<file path="config.mk">
export PLATFORM = sky130hd
export DESIGN_NAME = sh7604_dbus_arb
export DESIGN_NICKNAME = d
export VERILOG_FILES = /design/src/rtl/sh7604_dbus_arb.sv
export SDC_FILE = /design/constraint.sdc
export NUM_CORES = 1
export LEC_CHECK = 0
export CORE_AREA = 2 2 122 124
export CTS_CLUSTER_SIZE = 25
export DETAILED_ROUTE_END_ITERATION = 7
export DIE_AREA = 0 0 124 126
export PLACE_DENSITY = 0.61
export SLEW_MARGIN = 25
export SYNTH_ARGS = -nofsm -noshare
export SYNTH_HDL_FRONTEND = slang
export SYNTH_SLANG_ARGS = --single-unit
</file>
<file path="constraint.sdc">
create_clock -name clk -period 3.55 [get_ports clk]
set_input_delay 0.5325 -clock clk [delete_from_list [all_inputs] [get_ports clk]]
set_output_delay 0.5325 -clock clk [all_outputs]
set_load 0.02 [all_outputs]
</file>
<file path="src/rtl/sh7604_dbus_arb.sv">
// SH7604 data-bus arbiter: muxes CPU and DMAC masters onto one BSC port.
// Optional CPU fairness window enabled by macro SH7604_DBUS_ARB_FAIR_EN.
module sh7604_dbus_arb #(
  parameter int DMA_SLOTS = 4
) (
  input  logic        clk,
  input  logic        rst,
  input  logic        ce_r,
  input  logic        ce_f,
  input  logic [31:0] cpu_a,
  input  logic [31:0] cpu_do,
  input  logic [3:0]  cpu_ba,
  input  logic        cpu_we,
  input  logic        cpu_req,
  input  logic        cpu_lock,
  output logic [31:0] cpu_di,
  output logic        cpu_wait,
  input  logic [31:0] dma_a,
  input  logic [31:0] dma_do,
  input  logic [3:0]  dma_ba,
  input  logic        dma_we,
  input  logic        dma_req,
  input  logic        dma_lock,
  input  logic        dma_burst,
  output logic [31:0] dma_di,
  output logic        dma_wait,
  output logic [31:0] bus_a,
  output logic [31:0] bus_do,
  output logic [3:0]  bus_ba,
  output logic        bus_we,
  output logic        bus_req,
  output logic        bus_burst,
  input  logic [31:0] bus_di,
  input  logic        bus_wait,
  output logic [1:0]  owner
);

  typedef enum logic [1:0] {
    S_IDLE = 2'b00,
    S_CPU  = 2'b01,
    S_DMA  = 2'b10
  } state_t;

  if (DMA_SLOTS < 1) begin : g_bad_slots
    $error("DMA_SLOTS must be at least 1");
  end

  state_t state, state_n, pick;
  logic   owner_req, owner_lock, owner_burst, hold;
  logic   xfer_done, release_ok, done_free, cpu_force;

  always_comb begin
    owner_req   = 1'b0;
    owner_lock  = 1'b0;
    owner_burst = 1'b0;
    case (state)
      S_CPU: begin
        owner_req  = cpu_req;
        owner_lock = cpu_lock;
      end
      S_DMA: begin
        owner_req   = dma_req;
        owner_lock  = dma_lock;
        owner_burst = dma_burst;
      end
      default: ;
    endcase
  end

  assign hold      = owner_lock | owner_burst;
  assign xfer_done = ce_f & owner_req & ~bus_wait;
  // done_free remembers that the most recent completion ended an unlocked, non-burst transfer
  assign release_ok = (state == S_IDLE) | (~hold & (~owner_req | done_free));

`ifdef SH7604_DBUS_ARB_FAIR_EN
  localparam int CW = $clog2(DMA_SLOTS + 1);
  localparam logic [CW-1:0] SLOTS = CW'(DMA_SLOTS);
  logic [CW-1:0] fair_cnt;

  assign cpu_force = (fair_cnt == SLOTS);

  always_ff @(posedge clk) begin
    if (rst)
      fair_cnt <= '0;
    else if (ce_r && release_ok && pick == S_CPU)
      fair_cnt <= '0;
    else if (xfer_done && state == S_DMA && !hold && cpu_req && fair_cnt != SLOTS)
      fair_cnt <= fair_cnt + 1'b1;
  end
`else
  assign cpu_force = 1'b0;
`endif

  always_comb begin
    pick = S_IDLE;
    if (dma_req && !(cpu_force && cpu_req))
      pick = S_DMA;
    else if (cpu_req)
      pick = S_CPU;
  end

  always_comb begin
    state_n = state;
    if (ce_r && release_ok)
      state_n = pick;
  end

  always_ff @(posedge clk) begin
    if (rst) begin
      state     <= S_IDLE;
      done_free <= 1'b0;
    end else begin
      state <= state_n;
      if (ce_r && release_ok)
        done_free <= 1'b0;
      else if (xfer_done)
        done_free <= ~hold;
    end
  end

  always_comb begin
    bus_a     = '0;
    bus_do    = '0;
    bus_ba    = '0;
    bus_we    = 1'b0;
    bus_req   = 1'b0;
    bus_burst = 1'b0;
    cpu_wait  = cpu_req;
    dma_wait  = dma_req;
    case (state)
      S_CPU: begin
        bus_a    = cpu_a;
        bus_do   = cpu_do;
        bus_ba   = cpu_ba;
        bus_we   = cpu_we;
        bus_req  = cpu_req;
        cpu_wait = bus_wait;
      end
      S_DMA: begin
        bus_a     = dma_a;
        bus_do    = dma_do;
        bus_ba    = dma_ba;
        bus_we    = dma_we;
        bus_req   = dma_req;
        bus_burst = dma_burst;
        dma_wait  = bus_wait;
      end
      default: ;
    endcase
  end

  assign cpu_di = bus_di;
  assign dma_di = bus_di;
  assign owner  = state;

endmodule

</file>
# ---- Word-level counts from Yosys, hierarchy flattened
# Cells that the tools add are included.
dict set report totals {
  ff_bits 3
  wordCells 27
}
dict set report op_classes {
  n_eq_ne 2
  mux 11
  bitwise_logic 9
  n_reduce_logical 3
}
# operator n
set ops {}
lappend ops {{$pmux W32 S2} 2}
lappend ops {{$pmux W4 S2} 1}
lappend ops {{$pmux W1 S2} 3}
lappend ops {{$mux W1} 4}
lappend ops {{$and A1 B1 Y1} 3}
lappend ops {{$not A1 Y1} 3}
lappend ops {{$or A1 B1 Y1} 3}
lappend ops {{$eq A2 B1 Y1 const B} 1}
lappend ops {{$eq A2 B2 Y1 const B} 1}
lappend ops {{$logic_not A2 Y1} 1}
lappend ops {{$mux W2} 1}
lappend ops {{$reduce_or A2 Y1} 1}
lappend ops {{$logic_and A1 B1 Y1} 1}

# ---- Logic depth before layout (Yosys ltp)
dict set report logic_depth {
  depth_word 8
  depth_mapped 7
  ltp_nobuf 6
}

# ---- Worst setup path before layout
# OpenSTA, ideal clock, no wires.
dict set report synth_timing {
  kind {flip-flop to output port}
  from {reg state[0] (netlist: owner[0])}
  to {out bus_a[0]}
  arrival_time_ns 1.562
  setup_slack_ns 1.455
  stages_incl_launch_ff 6
  n_path_buf 2
  cell_sequence {dfxtp_1 > inv_1 > ha_1 > buf_2 > clkbuf_1 > nor2b_1}
}
dict set report synth_via {
  elab_chain_cells 2
}
# item line
set synth_lines {}
lappend synth_lines {{start, declared} 48} ;# state_t state, state_n, pick;
lappend synth_lines {{start signal, assigned} 113} ;# state <= state_n;
lappend synth_lines {{$eq A2 B2 Y1 or $eq A2 B1 Y1 (tied branches)} 130} ;# case (state)
lappend synth_lines {{$pmux W32 S2 (*)} 130}
lappend synth_lines {{end, declared} 27} ;# output logic [31:0] bus_a,
# Every way passes the cells marked *; elsewhere a longest branch is shown, timed or not.

# ---- Final worst setup path
dict set report layout_timing {
  from {reg state[1] (netlist: owner[1])}
  to {out bus_a[2]}
}
# Same word-level chain as after synthesis.

==> reports/metrics.cfg <==
[finish]
fin_cells=580
diodes=0
nets=580
area_growth_syn_to_layout_pct=111
fin_util_pct=26.6
drive_above_1_share_pct=4.04

[yosys]
synth_area_per_cell_sq_um=7.12
ys_seq_elements=3
synth_fa_ha_area_share_pct=2.08
synth.area.top_cells=a22oi_1 (29%), buf_4 (27%), nor2b_1 (24%)
syn_nets=436
synth_xor_xnor_area_share_pct=0
ys_types=21
yosysTopAreaCell=a22oi_1
synth_simple_gate_area_share_pct=27.4
synth_top_family_by_area=buffers and inverters
synth_compound_area_share_pct=31.2
yosysSeqAreaShare_pct=3.34
syn_inst=253
synthMuxAreaShare_pct=2.92
synth_top_area_share_pct=28.8
synth_area_sq_um=1800
yosysWarnings=0

[clock_network]
clockRootBuffer=clkbuf_16
cts.sink_count=3
cts_hold_buffers=0
post_cts_buffers=0
clk_latency_ns=0.22
cts_buffer_depth=2
path_clk_slew_ns=0.03
cts_resized=0
htreeDepth=1
cts_tree=yes
cts_buffers=3

[sta]
setup_viol=0
fin_skew_ns=0.00371
timing.final.crit_share_pct=86.1
drv_slew=0
max-slew-margin-rel_pct=60.0
finalSetupTns_ns=0
clock.fmax_mhz=327
fin_crit_ns=3.06
rsz0062_at_grt=false
worst_pin_slew_ns=0.601
hold_viol_final=0

[drt]
vias=2364
avgRoutedWirePerCell_microns=15.2
wirelength_microns=8820
drtIter0Drc=42
drc=0
ant_nets=0
dr.pass1.iters=4
vias_per_cell=4.08

[hold_path]
min_path_type=reg -> reg
min-delay-start=owner[0]
holdPathEnd=owner[0]
whs_path_depth=2

[power]
max-vdd-ir-drop_uv=124
cellLeakagePower_nw=1.16
finalPower_mw=0.602
p_per_area_nw_per_um2=158

[setup_path]
cpPeakStageDelay_ns=0.61
crit_buf_inv=3
worstSetupPathType=reg -> out
cp.required_ns=3.02
timing.rr.end=done_free
worst_setup_path_start_kind=flip-flop
cp-end-kind=output port
cp.arrival_ns=2.52
r2r_slack_ns=1.45
worst_path_max_delay_cell=clkdlybuf4s50_1
critical_path.cell_chain=inv_1, ha_2, buf_4, a22oi_1, nor2b_1, clkdlybuf4s50_1
timing.rr.start=owner[1]
crit_path_max_fanout=28
reg2reg_depth=7
cp_top_family=buffers and inverters

[floorplan]
die_y_microns=126
core_sq_um=14300
row_count=44
start_util_pct=12.6
io_pins=319
die_area_sq_um=15600
fp.dieW_microns=124

[grt]
grt_first_pass_wirelength_microns=12600
grt_max_degree=38
antenna_found_initial=1
grt_pass1_vias=2489
grt-ovfl-total=0
track_usage_pct=10.3

[placed_design]
place.gp.congestion=0.710
dp.final_hpwl_microns=7060
port-buffer-count=222
dp_cells=576

[job]
max-cap-violations=0

[status]
status=completed

-- logic make-up (layout without fill, tap and decap cells) --
| group | after synthesis | count (layout) |
|---|---|---|
| buffers and inverters | 90 | 233 |
| AND/OR/NAND/NOR | 79 | 79 |
| AO/OA/AOI/OAI | 73 | 73 |
| multiplexers | 5 | 5 |
| adder cells (fa/ha/maj) | 3 | 3 |
| flip-flops | 3 | 3 |
-- layout by cell type (no fill, tap or decap), types with 3 or more instances in the layout --
cell type and n:
mux2i_1 3, clkdlybuf4s50_1 222, a22oi_1 69, nor2b_1 69, dfxtp_1 3, clkbuf_16 3, nand2b_1 3, buf_4 4
ha_2 3
-- state kept, by name, summed over array words and instances, names as in the netlist --
name and count:
done_free 1, owner 2
-- worst max-delay path by stage --
stage	start	to	slack (ns)	cells after the start
after floorplan	owner[0]	bus_a[0]	1.46	5
after global placement	owner[1]	bus_a[3]	0.73	6
after detailed placement	owner[1]	bus_do[30]	0.66	6
after CTS	owner[1]	bus_a[2]	0.42	6
after global routing	owner[1]	bus_do[15]	0.29	6
final	owner[1]	bus_a[2]	0.49	6
-- stage by stage --
stage          hold WS [ns]  area (sq um)  setup WS (ns)
2_1_floorplan         0.502          1800           1.46
3_3_place_gp          0.504          3720          0.726
3_5_place_dp          0.513          3720          0.658
4_1_cts               0.526          3800          0.422
5_1_grt               0.538          3800          0.291
6_report              0.517          3800          0.493
-- Yosys cell counts, drive strengths merged --
cell    instances
or3b            1
mux2i           3
a21oi           1
nand4b          1
inv             2
nor2b          69
dfxtp           3
a22o            2
and2            2
nor3            1
a22oi          69
mux2            2
buf            70
ha              3
o211a           1
nor2            1
clkbuf         18
nand2b          3
nand3           1
-- area by class of cell --
class,count,area (sq um)
fillers,1533,10500
repair buffers,227,2270
multi-input cells,160,1150
well taps,184,230
clock buffers,4,78.8
flip-flops and latches,3,60.1
inverters,2,7.51
-- power by group --
| part | total (mW) | switching, mW | internal, mW | leakage [nW] |
|---|---|---|---|---|
| registers | 0.0367 | 0.00139 | 0.0353 | 0.0245 |
| logic | 0.387 | 0.144 | 0.242 | 1.10 |
| clock network | 0.178 | 0.0301 | 0.148 | 0.0382 |
| total | 0.602 | 0.176 | 0.426 | 1.16 |
-- layer usage --
layer | up-vias | GRT usage (%) | wire [microns]
met2 | 158 | 19.9 | 4660
met1 | 1059 | 9.26 | 2770
met3 | 34 | 4.44 | 1090
met5 | - | 0 | 0
li1 | 1113 | - | -
met4 | 0 | 3.57 | 299
-- worst min-delay path: stages, from the launching register on --
cell and delay (ns):
dfxtp_1 0.33, nand2b_1 0.07, mux2i_1 0.06
(Power assumes the default switching activity.)
